**src/rtl/seg_display_driver_if.sv**
```systemverilog
// Bundles the load/convert handshake and the scan/display signals of seg_display_driver.
// The master side loads values and scans digits; the slave side is the driver.
interface seg_display_driver_if #(
    parameter int VAL_W = 14
);
    logic [VAL_W-1:0] value;
    logic             load;
    logic [1:0]       digit_sel;
    logic             blank_lead;
    logic [3:0]       anode;
    logic [6:0]       segment;
    logic             busy;
    logic             done;
    logic             overflow;

    modport master (
        output value, load, digit_sel, blank_lead,
        input  anode, segment, busy, done, overflow
    );

    modport slave (
        input  value, load, digit_sel, blank_lead,
        output anode, segment, busy, done, overflow
    );
endinterface

```
**src/rtl/seg_display_driver.sv**
```systemverilog
// 4-digit common-anode 7-segment driver: sequential double-dabble binary-to-BCD
// conversion into held display registers, plus a registered one-cycle-latency scan stage.
module seg_display_driver #(
    parameter int VAL_W   = 14,
    parameter int MAX_VAL = 9999
) (
    input  logic                  clock,
    input  logic                  reset,
    seg_display_driver_if.slave   bus
);

    localparam logic [VAL_W-1:0] MAX_VAL_V = VAL_W'(MAX_VAL);
    localparam logic [3:0]       LAST_ITER = 4'(VAL_W - 1);
    localparam logic [6:0]       SEG_DASH  = 7'b0111111;

    typedef enum logic [1:0] {
        ST_IDLE   = 2'd0,
        ST_SHIFT  = 2'd1,
        ST_COMMIT = 2'd2
    } state_t;

    state_t           state_r;
    state_t           state_next_s;
    logic             capture_s;
    logic             shift_s;
    logic             commit_s;

    logic [VAL_W-1:0] bin_r;
    logic [15:0]      bcd_r;
    logic [15:0]      bcd_adj_s;
    logic [3:0]       iter_r;
    logic             ovf_pend_r;

    logic [3:0]       dig0_r;
    logic [3:0]       dig1_r;
    logic [3:0]       dig2_r;
    logic [3:0]       dig3_r;
    logic             overflow_r;
    logic             busy_r;
    logic             done_r;

    logic [3:0]       sel_digit_s;
    logic             blank_s;
    logic [3:0]       anode_r;
    logic [6:0]       segment_r;

    // Add 3 to every BCD nibble that is 5 or more, ahead of the left shift.
    function automatic logic [15:0] dabble_adjust(input logic [15:0] bcd);
        logic [15:0] res;
        res = bcd;
        for (int i = 0; i < 4; i++) begin
            if (bcd[i*4 +: 4] >= 4'd5) begin
                res[i*4 +: 4] = bcd[i*4 +: 4] + 4'd3;
            end else begin
                res[i*4 +: 4] = bcd[i*4 +: 4];
            end
        end
        return res;
    endfunction

    // Active-low {g,f,e,d,c,b,a} pattern for one decimal digit.
    function automatic logic [6:0] seg_encode(input logic [3:0] digit);
        logic [6:0] pat;
        case (digit)
            4'd0:    pat = 7'b1000000;
            4'd1:    pat = 7'b1111001;
            4'd2:    pat = 7'b0100100;
            4'd3:    pat = 7'b0110000;
            4'd4:    pat = 7'b0011001;
            4'd5:    pat = 7'b0010010;
            4'd6:    pat = 7'b0000010;
            4'd7:    pat = 7'b1111000;
            4'd8:    pat = 7'b0000000;
            4'd9:    pat = 7'b0010000;
            default: pat = SEG_DASH;
        endcase
        return pat;
    endfunction

    // FSM state register.
    always_ff @(posedge clock) begin
        if (reset) begin
            state_r <= ST_IDLE;
        end else begin
            state_r <= state_next_s;
        end
    end

    // FSM next-state logic; a load is only taken from IDLE.
    always_comb begin
        state_next_s = state_r;
        case (state_r)
            ST_IDLE: begin
                if (bus.load) begin
                    state_next_s = ST_SHIFT;
                end else begin
                    state_next_s = ST_IDLE;
                end
            end
            ST_SHIFT: begin
                if (iter_r == LAST_ITER) begin
                    state_next_s = ST_COMMIT;
                end else begin
                    state_next_s = ST_SHIFT;
                end
            end
            ST_COMMIT: state_next_s = ST_IDLE;
            default:   state_next_s = ST_IDLE;
        endcase
    end

    // FSM output decode driving the datapath strobes.
    always_comb begin
        capture_s = 1'b0;
        shift_s   = 1'b0;
        commit_s  = 1'b0;
        case (state_r)
            ST_IDLE:   capture_s = bus.load;
            ST_SHIFT:  shift_s   = 1'b1;
            ST_COMMIT: commit_s  = 1'b1;
            default: begin
                capture_s = 1'b0;
                shift_s   = 1'b0;
                commit_s  = 1'b0;
            end
        endcase
    end

    assign bcd_adj_s = dabble_adjust(bcd_r);

    // Conversion engine: capture, then one adjust-and-shift per SHIFT cycle.
    always_ff @(posedge clock) begin
        if (reset) begin
            bin_r      <= '0;
            bcd_r      <= 16'd0;
            iter_r     <= 4'd0;
            ovf_pend_r <= 1'b0;
        end else if (capture_s) begin
            bin_r      <= bus.value;
            bcd_r      <= 16'd0;
            iter_r     <= 4'd0;
            ovf_pend_r <= (bus.value > MAX_VAL_V);
        end else if (shift_s) begin
            bcd_r      <= {bcd_adj_s[14:0], bin_r[VAL_W-1]};
            bin_r      <= {bin_r[VAL_W-2:0], 1'b0};
            iter_r     <= iter_r + 4'd1;
        end else begin
            bin_r      <= bin_r;
            bcd_r      <= bcd_r;
            iter_r     <= iter_r;
            ovf_pend_r <= ovf_pend_r;
        end
    end

    // Display registers only change on COMMIT, so the scan never sees partial results.
    always_ff @(posedge clock) begin
        if (reset) begin
            dig0_r     <= 4'd0;
            dig1_r     <= 4'd0;
            dig2_r     <= 4'd0;
            dig3_r     <= 4'd0;
            overflow_r <= 1'b0;
        end else if (commit_s) begin
            dig0_r     <= bcd_r[3:0];
            dig1_r     <= bcd_r[7:4];
            dig2_r     <= bcd_r[11:8];
            dig3_r     <= bcd_r[15:12];
            overflow_r <= ovf_pend_r;
        end else begin
            dig0_r     <= dig0_r;
            dig1_r     <= dig1_r;
            dig2_r     <= dig2_r;
            dig3_r     <= dig3_r;
            overflow_r <= overflow_r;
        end
    end

    // Status flags; busy follows the upcoming state so it is high exactly while not IDLE.
    always_ff @(posedge clock) begin
        if (reset) begin
            busy_r <= 1'b0;
            done_r <= 1'b0;
        end else begin
            busy_r <= (state_next_s != ST_IDLE);
            done_r <= commit_s;
        end
    end

    // Scan multiplexer and leading-zero blanking for the selected digit.
    always_comb begin
        sel_digit_s = 4'd0;
        blank_s     = 1'b0;
        case (bus.digit_sel)
            2'd0: sel_digit_s = dig0_r;
            2'd1: sel_digit_s = dig1_r;
            2'd2: sel_digit_s = dig2_r;
            2'd3: sel_digit_s = dig3_r;
            default: sel_digit_s = 4'd0;
        endcase
        if (overflow_r || !bus.blank_lead) begin
            blank_s = 1'b0;
        end else begin
            case (bus.digit_sel)
                2'd0: blank_s = 1'b0;
                2'd1: blank_s = (dig1_r == 4'd0) && (dig2_r == 4'd0) && (dig3_r == 4'd0);
                2'd2: blank_s = (dig2_r == 4'd0) && (dig3_r == 4'd0);
                2'd3: blank_s = (dig3_r == 4'd0);
                default: blank_s = 1'b0;
            endcase
        end
    end

    // Registered output stage: one cycle behind digit_sel regardless of FSM state.
    always_ff @(posedge clock) begin
        if (reset) begin
            anode_r   <= 4'b1111;
            segment_r <= 7'b1111111;
        end else begin
            if (blank_s) begin
                anode_r <= 4'b1111;
            end else begin
                anode_r <= ~(4'b0001 << bus.digit_sel);
            end
            if (overflow_r) begin
                segment_r <= SEG_DASH;
            end else begin
                segment_r <= seg_encode(sel_digit_s);
            end
        end
    end

    assign bus.anode    = anode_r;
    assign bus.segment  = segment_r;
    assign bus.busy     = busy_r;
    assign bus.done     = done_r;
    assign bus.overflow = overflow_r;

endmodule

```
**src/flat_wrapper.sv**
```systemverilog
// flat-port wrapper written by rule: the top's interface ports become plain ports
module seg_display_driver_flat 
#(
    parameter int VAL_W   = 14,
    parameter int MAX_VAL = 9999
)
  (clock, reset, bus_value, bus_load, bus_digit_sel, bus_blank_lead, bus_anode, bus_segment, bus_busy, bus_done, bus_overflow);
  seg_display_driver_if #(.VAL_W(VAL_W)) bus_i ();
  input  logic clock;
  input  logic reset;
  input wire logic [$bits(bus_i.value)-1:0] bus_value;
  input wire logic [$bits(bus_i.load)-1:0] bus_load;
  input wire logic [$bits(bus_i.digit_sel)-1:0] bus_digit_sel;
  input wire logic [$bits(bus_i.blank_lead)-1:0] bus_blank_lead;
  output wire logic [$bits(bus_i.anode)-1:0] bus_anode;
  output wire logic [$bits(bus_i.segment)-1:0] bus_segment;
  output wire logic [$bits(bus_i.busy)-1:0] bus_busy;
  output wire logic [$bits(bus_i.done)-1:0] bus_done;
  output wire logic [$bits(bus_i.overflow)-1:0] bus_overflow;
  assign bus_i.value = bus_value;
  assign bus_i.load = bus_load;
  assign bus_i.digit_sel = bus_digit_sel;
  assign bus_i.blank_lead = bus_blank_lead;
  assign bus_anode = bus_i.anode;
  assign bus_segment = bus_i.segment;
  assign bus_busy = bus_i.busy;
  assign bus_done = bus_i.done;
  assign bus_overflow = bus_i.overflow;
  seg_display_driver #(.VAL_W(VAL_W), .MAX_VAL(MAX_VAL)) u_core (.clock(clock), .reset(reset), .bus(bus_i));
endmodule
```
**config.mk**
```make
export PLATFORM = sky130hd
export DESIGN_NAME = seg_display_driver_flat
export DESIGN_NICKNAME = d
export VERILOG_FILES = /design/src/rtl/seg_display_driver_if.sv /design/src/rtl/seg_display_driver.sv /design/src/flat_wrapper.sv
export SDC_FILE = /design/constraint.sdc
export NUM_CORES = 1
export LEC_CHECK = 0
export CAP_MARGIN = 20
export CORE_MARGIN = 8
export CORE_UTILIZATION = 60
export DETAILED_ROUTE_END_ITERATION = 12
export PLACE_DENSITY = 0.81
export SLEW_MARGIN = 20
export SYNTH_ARGS = -nofsm -noshare
export SYNTH_HDL_FRONTEND = slang
export SYNTH_SLANG_ARGS = --single-unit
```
**constraint.sdc**
```tcl
create_clock -name clock -period 3.85 [get_ports clock]
set_input_delay 0.385 -clock clock [delete_from_list [all_inputs] [get_ports clock]]
set_output_delay 0.385 -clock clock [all_outputs]
set_load 0.01 [all_outputs]
```
==> results of run 1 <==
[power by group through the flow]
stage	Sequential [µW]	Clock [µW]	Combinational, µW
floorplan	741	0	71.3
global placement	738	0	122
detailed placement	739	0	125
CTS	724	661	126
global route	726	693	138
finish	724	662	126
[layout make-up]
class	count	area [µm²]	share of cell area (%)
clock inverter	4	72.6	2.03
clock buffer	12	155	4.33
tap	67	83.8	2.34
multi-input combinational	260	1520	42.3
timing repair buffer	35	345	9.64
inverter	18	67.6	1.89
sequential	67	1340	37.4
[path summary, 6_finish.rpt]
| check | depth (start not counted) | from | slack (ns) | to |
|---|---|---|---|---|
| worst max-delay path | 9 | bus_digit_sel[0] | 1.52 | u_core.bus.segment[5]$_SDFF_PP1_ |
| worst min-delay path | 2 | u_core.bin_r[2]$_SDFFE_PP0P_ | 0.46 | u_core.bin_r[2]$_SDFFE_PP0P_ |
| worst max register to register | 5 | u_core.state_r[1]$_SDFF_PP0_ | 1.84 | u_core.state_r[0]$_SDFF_PP0_ |
| worst min register to register | 2 | u_core.bin_r[2]$_SDFFE_PP0P_ | 0.46 | u_core.bin_r[2]$_SDFFE_PP0P_ |
[per-stage QoR]
step	hold WS [ns]	area, µm²	total power [µW]	setup slack, ns	instances
after global routing	0.476	3580	1560	1.40	463
after detailed placement	0.447	3350	864	1.23	447
after floorplan	0.432	3010	812	2.01	367
after CTS	0.456	3580	1510	1.53	463
final	0.457	3580	1510	1.52	463
after global placement	0.442	3350	860	1.34	447
[routing by layer]
layer | track usage (%) | routed length, µm
met1 | 23.3 | 3030
met2 | 29.8 | 3230
met3 | 3.58 | 416
met4 | 8.92 | 130
met5 | 0 | 0
[logic make-up (layout without fill, tap and decap cells)]
kind of cell    after synthesis  count (layout)  share of synthesized area [%]
simple gates                131             131                           18.9
compound gates               96              96                           18.8
flops                        67              67                           44.5
buf+inv                      40              69                           5.35
fa+ha+maj                    19              19                           7.89
xor+xnor                     10              10                           2.91
mux                           4               4                           1.66
[worst register-to-register path, delay by kind of cell (launching register included)]
family,cells,cell delay [ns]
DFF,1,0.40
and+or+nand+nor,4,1.36
AOI/OAI and AO/OA,1,0.14
[cell usage in the layout, fill, tap and decap left out, drive strengths merged, types with 4 or more instances in the layout]
cell type and instances:
a21oi 55, nor3 5, clkbuf 12, inv 18, xor2 5, nor2 22, nand2 70, ha 19
and2 4, a22oi 14, dfxtp 67, xnor2 5, nand3 12, clkdlybuf4s50 33, nand2b 8, o21ai 12
[state kept, by name (all words and copies together), names as in the netlist]
| register | flops |
|---|---|
| u_core.iter_r | 4 |
| u_core.bus.segment | 7 |
| u_core.bcd_r | 16 |
| u_core.dig0_r | 4 |
| u_core.bin_r | 14 |
| u_core.bus.done | 1 |
| u_core.bus.overflow | 1 |
| u_core.dig3_r | 4 |
| u_core.bus.busy | 1 |
| u_core.state_r | 2 |
| u_core.bus.anode | 4 |
| u_core.ovf_pend_r | 1 |
| u_core.dig1_r | 4 |
| u_core.dig2_r | 4 |
==> out/results.tsv, run 1 <==
stage	metric	value	unit
finish	antennaDiodeCount	0	
setup_path	startpoint_type	input port	
cts	htree_levels	3	
cts	max-clock-path-buffers	2	
yosys	yosysTopAreaCell	dfxtp_1	
finish	syn_to_final_growth	18.8	%
setup_path	end_kind	flip-flop	
pwr	switching_power	343	µW
floorplan	coreArea	0.00479	mm²
setup_path	crit_path_max_incr_delay	0.54	ns
sta	drv_slew	0	
pwr	switching_share	22.7	%
finish	final_layout_size_suffix_gt1_share	5.56	%
pwr	leakage	0.00132	µW
cts	cts-buffers-inserted	9	
setup_path	crit_required	4.07	ns
setup_path	cp.buffers_inverters	3	
yosys	syn_nets	406	
floorplan	ios	34	
route	firstDrtPassIters	6	
cts	ctsHoldBuffers	0	
grt	grt_overflow	0	
yosys	yosys_warnings	0	
cts	cts_root_buf	clkbuf_8	
route	first_iter_violations	246	
sta	max_freq	429	MHz
cts	clock-sinks	67	
sta	worst_slew_pin_slew	0.925	ns
sta	hold_violations	0	
cts	cts_resized	0	
yosys	ys_types	40	
sta	setup_tns	0	ns
route	drtAntennaViolNets	0	
yosys	synth_top_area_share	44.5	%
setup_path	crit_fanout	6	
run	maxCapViolations	0	
yosys	yosysSeqAreaShare	44.5	%
sta	finalClockSkew	0.00524	ns
route	route.vias.total	2644	
worst_hold_path	min_path_type	reg -> reg	
placed_design	portBuffers	33	
setup_path	crit_arrival	2.55	ns
floorplan	fp.dieW	86.9	µm
setup_path	path_class	in -> reg	
route	drcViolationCount	0	
yosys	syn_area_per_cell	8.21	µm²
finish	fin_util	74.8	%
pwr	pwr-share-clk	43.8	%
yosys	synth_cells	367	
route	routed_wl	6820	µm
route	wl_per_cell	14.7	µm
placed_design	hpwl	4430	µm
yosys	ys_ff_latch	67	
yosys	synth_edf_count	0	
grt	grt_pass1_vias	2396	
yosys	async_reset_ff_share	0	%
sta	fin_crit	2.33	ns
floorplan	initial_core_util	63.0	%
pwr	powerDensity	422	mW/mm²
cts	cts_tree	built	
yosys	synth_area	0.00301	mm²
yosys	yosys.cell_count.top_type	nand2_1	
status	status	complete, no violations	
sta	finalCritPeriodShare	60.5	%
pwr	seq_power_share	47.9	%
floorplan	fp.dieH	86.9	µm
grt	grtUsageTotal	18.6	%
setup_path	cp_top_family	buffers and inverters	
setup_path	critical_path.slowest_cell	clkdlybuf4s50_1	
route	via_per_inst	5.71	
cts	clk_latency	0.34	ns
placed_design	place.gp.congestion	0.822	
yosys	netlist_top_cells_count	nand2_1 (70), dfxtp_1 (67), a21oi_1 (55)	
grt	grt_max_degree	44	
sta	setup_violations	0	
finish	finalNetCount	430	
yosys	synth.area.top_cells	dfxtp_1 (44%), a21oi_1 (9.1%), nand2_1 (8.7%), ha_1 (7.9%), a22oi_1 (3.5%)	
grt	grt_first_pass_wirelength	11200	µm
sta	rsz0062_at_grt	no	
floorplan	rows	25	
cts	post_cts.repair.setup_buffers	0	
pwr	power_frac_comb	8.3	%
finish	fillers	361	
cts	path_clk_slew	0.07	ns
pwr	internal_power	1170	µW
grt	antenna_found_initial	0	
yosys	synth_ff_type	dfxtp_1	
pwr	vdd.ir_drop.worst	0.000310	V
sta	relSlewSlack	38.1	%
floorplan	dieArea	0.00755	mm²
setup_path	crit_chain	clkdlybuf4s50_1 -> inv_1 -> ha_1 -> a222oi_1 -> mux2_4 -> inv_1 -> ha_1 -> o32ai_1 -> nand2_1	
Power figures use the tool's default switching activity.
==> run 2, diff against run 1 <==
- CORE_UTILIZATION: 60 -> 55
- PLACE_DENSITY: 0.81 -> 0.75
- clock period: 3.85 -> 2.18 ns (I/O delays scaled with it)
==> out/results.tsv, run 2 (synthesis gave the netlist of run 1 again) <==
stage	metric	value	unit	change
sta	worst_slew_pin_slew	0.722	ns	was 0.925 ns
grt	grt_overflow	0		unchanged
placed_design	place.gp.congestion	0.838		was 0.822
status	status	complete, no violations		unchanged
setup_path	crit_arrival	2.25	ns	was 2.55 ns
floorplan	coreArea	0.00541	mm²	was 0.00479 mm²
route	via_per_inst	5.43		was 5.71
finish	layout_common_cells	nand2_1 (70), dfxtp_1 (67), a21oi_1 (55)		unchanged
pwr	leakage	0.00140	µW	was 0.00132 µW
finish	largest_reg_flops	16		unchanged
route	route.vias.total	2625		was 2644
finish	finalNetCount	445		was 430
floorplan	rows	27		was 25
sta	finalCritPeriodShare	92.7	%	
setup_path	path_class	in -> reg		unchanged
cts	cts_resized	0		unchanged
pwr	pwr-share-clk	45.2	%	was 43.8%
run	maxCapViolations	0		unchanged
placed_design	hpwl	4400	µm	was 4430 µm
setup_path	startpoint_type	input port		unchanged
floorplan	dieArea	0.00811	mm²	was 0.00755 mm²
placed_design	portBuffers	33		unchanged
finish	regMostFlops	u_core.bcd_r		unchanged
finish	syn_to_final_growth	23.2	%	was 18.8%
route	firstDrtPassIters	5		was 6
sta	hold_violations	0		unchanged
pwr	switching_share	21.8	%	was 22.7%
finish	seq_area	0.00134	mm²	unchanged
finish	layout_commonest_cell	nand2_1		unchanged
cts	ctsHoldBuffers	0		unchanged
worst_hold_path	min_path_type	in -> reg		was reg -> reg
finish	fin_util	68.7	%	was 74.8%
route	routed_wl	6400	µm	was 6820 µm
cts	clock-sinks	67		unchanged
floorplan	ios	34		unchanged
pwr	switching_power	604	µW	was 343 µW
cts	path_clk_slew	0.07	ns	about the same
pwr	p_total	2770	µW	was 1510 µW
grt	antenna_found_initial	0		unchanged
grt	grt_pass1_vias	2468		was 2396
sta	fin_crit	2.02	ns	
sta	drv_slew	0		unchanged
cts	clk_latency	0.34	ns	about the same
floorplan	initial_core_util	55.8	%	was 63.0%
grt	grtUsageTotal	16.4	%	was 18.6%
setup_path	crit_required	2.40	ns	was 4.07 ns
floorplan	fp.dieH	90.0	µm	was 86.9 µm
pwr	internal_power	2160	µW	was 1170 µW
pwr	seq_power_share	46.2	%	was 47.9%
finish	antennaDiodeCount	0		unchanged
finish	fillers	440		was 361
setup_path	end_kind	flip-flop		unchanged
pwr	vdd.ir_drop.worst	0.000742	V	was 0.000310 V
floorplan	fp.dieW	90.0	µm	was 86.9 µm
cts	cts_root_buf	clkbuf_8		unchanged
finish	final_layout_size_suffix_gt1_share	8.76	%	was 5.56%
sta	relSlewSlack	51.9	%	was 38.1%
route	first_iter_violations	237		was 246
sta	max_freq	495	MHz	
cts	cts_tree	built		unchanged
sta	rsz0062_at_grt	no		unchanged
grt	grtUsageMet3	3.91	%	was 3.58%
route	drtAntennaViolNets	0		unchanged
grt	grtUsageMet1	19.7	%	was 23.3%
grt	busiest_layer	met2		unchanged
route	drcViolationCount	0		unchanged
finish	multi_input_area	0.00151	mm²	was 0.00152 mm²
cts	post_cts.repair.setup_buffers	0		unchanged
cts	max-clock-path-buffers	2		unchanged
grt	use_met2	26.9	%	was 29.8%
grt	grt_max_degree	40		was 44
route	wl_per_cell	13.3	µm	was 14.7 µm
pwr	powerDensity	745	mW/mm²	was 422 mW/mm²
sta	timing.hold.ws	0.443	ns	was 0.457 ns
grt	grt_first_pass_wirelength	11300	µm	was 11200 µm
setup_path	crit_fanout	5		was 6
cts	htree_levels	3		unchanged
pwr	power_frac_comb	8.6	%	was 8.3%
sta	finalClockSkew	0.00571	ns	was 0.00524 ns
sta	setup_violations	0		unchanged
cts	cts-buffers-inserted	9		unchanged
==> run 2: changes by cell type in the layout (fill, tap and decap cells not counted), sizes merged <==
| cell | before | now |
|---|---|---|
| clkinvlp | 1 | 0 |
| clkinv | 1 | 2 |
| buf | 2 | 17 |
| clkbuf | 12 | 11 |
| bufinv | 2 | 3 |
==> run 2: stage by stage <==
stage | setup slack, ns | instances | area (µm²) | TNS (ns)
after global placement | -0.0869 | 467 | 3470 | -0.104
after detailed placement | -0.155 | 467 | 3470 | -0.438
after global routing | 0.0517 | 483 | 3710 | 0
after CTS | 0.183 | 483 | 3710 | 0
after floorplan | 0.504 | 367 | 3010 | 0
final | 0.159 | 483 | 3710 | 0
==> run 2: per-layer routing <==
metal  vias up  wire, µm
li1       1330         -
met1      1222      2960
met2        62      2970
met3        11       339
met4         0       125
met5         -         0
==> run 2: final timing paths <==
kind | from | end | slack [ns] | cells after the start
setup / recovery | bus_digit_sel[1] | u_core.bus.segment[5]$_SDFF_PP1_ | 0.16 | 9
hold / removal | bus_value[0] | u_core.bin_r[0]$_SDFFE_PP0P_ | 0.44 | 3
setup reg to reg | u_core.bcd_r[1]$_SDFFE_PP0P_ | u_core.bcd_r[2]$_SDFFE_PP0P_ | 0.53 | 7
hold reg to reg | u_core.ovf_pend_r$_SDFFE_PP0P_ | u_core.bus.overflow$_SDFFE_PP0P_ | 0.46 | 2
==> run 2: critical path, stage by stage <==
cell and delay, ns:
clkdlybuf4s50_1 0.48, inv_1 0.07, ha_1 0.25, a222oi_1 0.41, mux2_4 0.23, inv_1 0.05, ha_1 0.17, o32ai_1 0.28
nand2_1 0.08
==> run 2: cell type report <==
cell class	instances	area share, %
tap	72	2.43
multi-input combinational	260	40.8
clock buffer	11	3.81
sequential	67	36.1
inverter	18	1.82
timing repair buffer	50	12.3
clock inverter	5	2.70
==> run 2: power by group through the flow <==
stage | Sequential (µW) | Clock [µW] | Combinational, µW
2_1_floorplan | 1310 | 0 | 126
3_3_place_gp | 1300 | 0 | 237
3_5_place_dp | 1300 | 0 | 240
4_1_cts | 1280 | 1260 | 241
5_1_grt | 1280 | 1330 | 265
6_report | 1280 | 1250 | 239
==> run 3, diff against run 2 <==
- CORE_ASPECT_RATIO: unset -> 1.4
==> out/results.tsv, run 3 (synthesis gave the netlist of run 1 again) <==
stage	metric	value	unit	change
placed_design	portBuffers	33		unchanged
finish	antennaDiodeCount	0		unchanged
cts	cts_tree	built		unchanged
grt	grt_overflow	0		unchanged
finish	finalNetCount	443		was 445
pwr	p_total	2590	µW	was 2770 µW
sta	hold_violations	0		unchanged
cts	cts_root_buf	clkbuf_8		unchanged
pwr	vdd.ir_drop.worst	0.000471	V	was 0.000742 V
sta	setup_violations	0		unchanged
cts	htree_levels	3		unchanged
setup_path	crit_arrival	2.21	ns	was 2.25 ns
floorplan	rows	32		was 27
floorplan	coreArea	0.00541	mm²	unchanged
cts	ctsHoldBuffers	0		unchanged
run	maxCapViolations	0		unchanged
sta	setup_ws	0.196	ns	was 0.159 ns
sta	setup_tns	0	ns	unchanged
cts	max-clock-path-buffers	2		unchanged
setup_path	path_class	in -> reg		unchanged
placed_design	place.gp.congestion	0.809		was 0.838
floorplan	fp.dieH	104	µm	was 90.0 µm
finish	largest_reg_flops	16		unchanged
setup_path	crit_required	2.41	ns	was 2.40 ns
finish	regMostFlops	u_core.bcd_r		unchanged
grt	grt_max_degree	42		was 40
sta	drv_slew	0		unchanged
sta	finalClockSkew	0.00694	ns	was 0.00571 ns
finish	fin_util	68.0	%	was 68.7%
floorplan	fp.dieW	78.6	µm	was 90.0 µm
grt	grtUsageTotal	16.4	%	about the same
finish	final_layout_size_suffix_gt1_share	8.56	%	was 8.76%
cts	cts-buffers-inserted	9		unchanged
route	wl_per_cell	13.3	µm	about the same
pwr	leakage	0.00138	µW	was 0.00140 µW
finish	syn_to_final_growth	22.0	%	was 23.2%
cts	clk_latency	0.34	ns	about the same
route	routed_wl	6330	µm	was 6400 µm
finish	layout_common_cells	nand2_1 (70), dfxtp_1 (67), a21oi_1 (55)		unchanged
sta	max_freq	504	MHz	was 495 MHz
cts	path_clk_slew	0.07	ns	about the same
grt	grt_pass1_vias	2534		was 2468
sta	fin_crit	1.98	ns	was 2.02 ns
route	via_per_inst	5.40		was 5.43
route	drtAntennaViolNets	0		unchanged
sta	worst_slew_pin_slew	0.657	ns	was 0.722 ns
sta	rsz0062_at_grt	no		unchanged
placed_design	dp_slack	-0.146	ns	was -0.155 ns
setup_path	crit_fanout	6		was 5
setup_path	end_kind	flip-flop		unchanged
route	firstDrtPassIters	4		was 5
sta	relSlewSlack	56.2	%	was 51.9%
setup_path	startpoint_type	input port		unchanged
placed_design	hpwl	4520	µm	was 4400 µm
cts	clock-sinks	67		unchanged
finish	layout_commonest_cell	nand2_1		unchanged
grt	antenna_found_initial	0		unchanged
route	drcViolationCount	0		unchanged
cts	post_cts.repair.setup_buffers	0		unchanged
grt	grt_first_pass_wirelength	11000	µm	was 11300 µm
route	route.vias.total	2575		was 2625
floorplan	ios	34		unchanged
sta	finalCritPeriodShare	91.0	%	was 92.7%
cts	cts_resized	0		unchanged
status	status	complete, no violations		unchanged
setup_path	r2r_setup_slack	0.58	ns	was 0.53 ns
sta	timing.hold.ws	0.434	ns	was 0.443 ns
pwr	powerDensity	705	mW/mm²	was 745 mW/mm²
floorplan	initial_core_util	55.8	%	unchanged
worst_hold_path	min_path_type	in -> reg		unchanged
floorplan	dieArea	0.00814	mm²	was 0.00811 mm²
route	first_iter_violations	124		was 237
[run 3: path summary, 6_finish.rpt]
check | startpoint | end | depth (start not counted)
worst max-delay path | bus_digit_sel[0] | u_core.bus.segment[5]$_SDFF_PP1_ | 9
worst min-delay path | bus_value[0] | u_core.bin_r[0]$_SDFFE_PP0P_ | 3
worst max register to register | u_core.bcd_r[5]$_SDFFE_PP0P_ | u_core.bcd_r[6]$_SDFFE_PP0P_ | 7
worst min register to register | u_core.bin_r[10]$_SDFFE_PP0P_ | u_core.bin_r[10]$_SDFFE_PP0P_ | 2
[run 3: stage by stage]
step	std cells	cell area, µm²
2_1_floorplan	367	3010
3_3_place_gp	461	3460
3_5_place_dp	461	3460
4_1_cts	477	3680
5_1_grt	477	3680
6_report	477	3680
[run 3: area by class of cell]
type | count | area, µm²
Fill cell | 447 | 1730
Clock buffer | 12 | 165
Clock inverter | 4 | 47.5
Multi-Input combinational cell | 260 | 1510
Sequential cell | 67 | 1340
Tap cell | 68 | 85.1
Inverter | 18 | 67.6
Timing Repair Buffer | 48 | 455
[run 3: where the power goes]
| group | switching, µW | internal (µW) |
|---|---|---|
| clock network | 458 | 618 |
| logic | 124 | 114 |
| registers | 17.2 | 1260 |
| total | 599 | 1990 |
[run 3: routing by layer]
metal | up-vias | share of wire (%) | track usage, % | routed length (µm)
met5 | - | 0 | 0 | 0
met4 | 0 | 2.0 | 9.44 | 125
met3 | 11 | 4.6 | 4.58 | 291
met2 | 43 | 52 | 29.3 | 3270
met1 | 1201 | 42 | 16.4 | 2640
li1 | 1320 | - | - | -
[run 3: critical path, cell delays in order]
cell,delay (ns)
clkdlybuf4s50_1,0.51
inv_1,0.09
ha_1,0.27
a222oi_1,0.31
mux2_4,0.23
inv_1,0.05
ha_1,0.17
o32ai_1,0.29
nand2_1,0.08
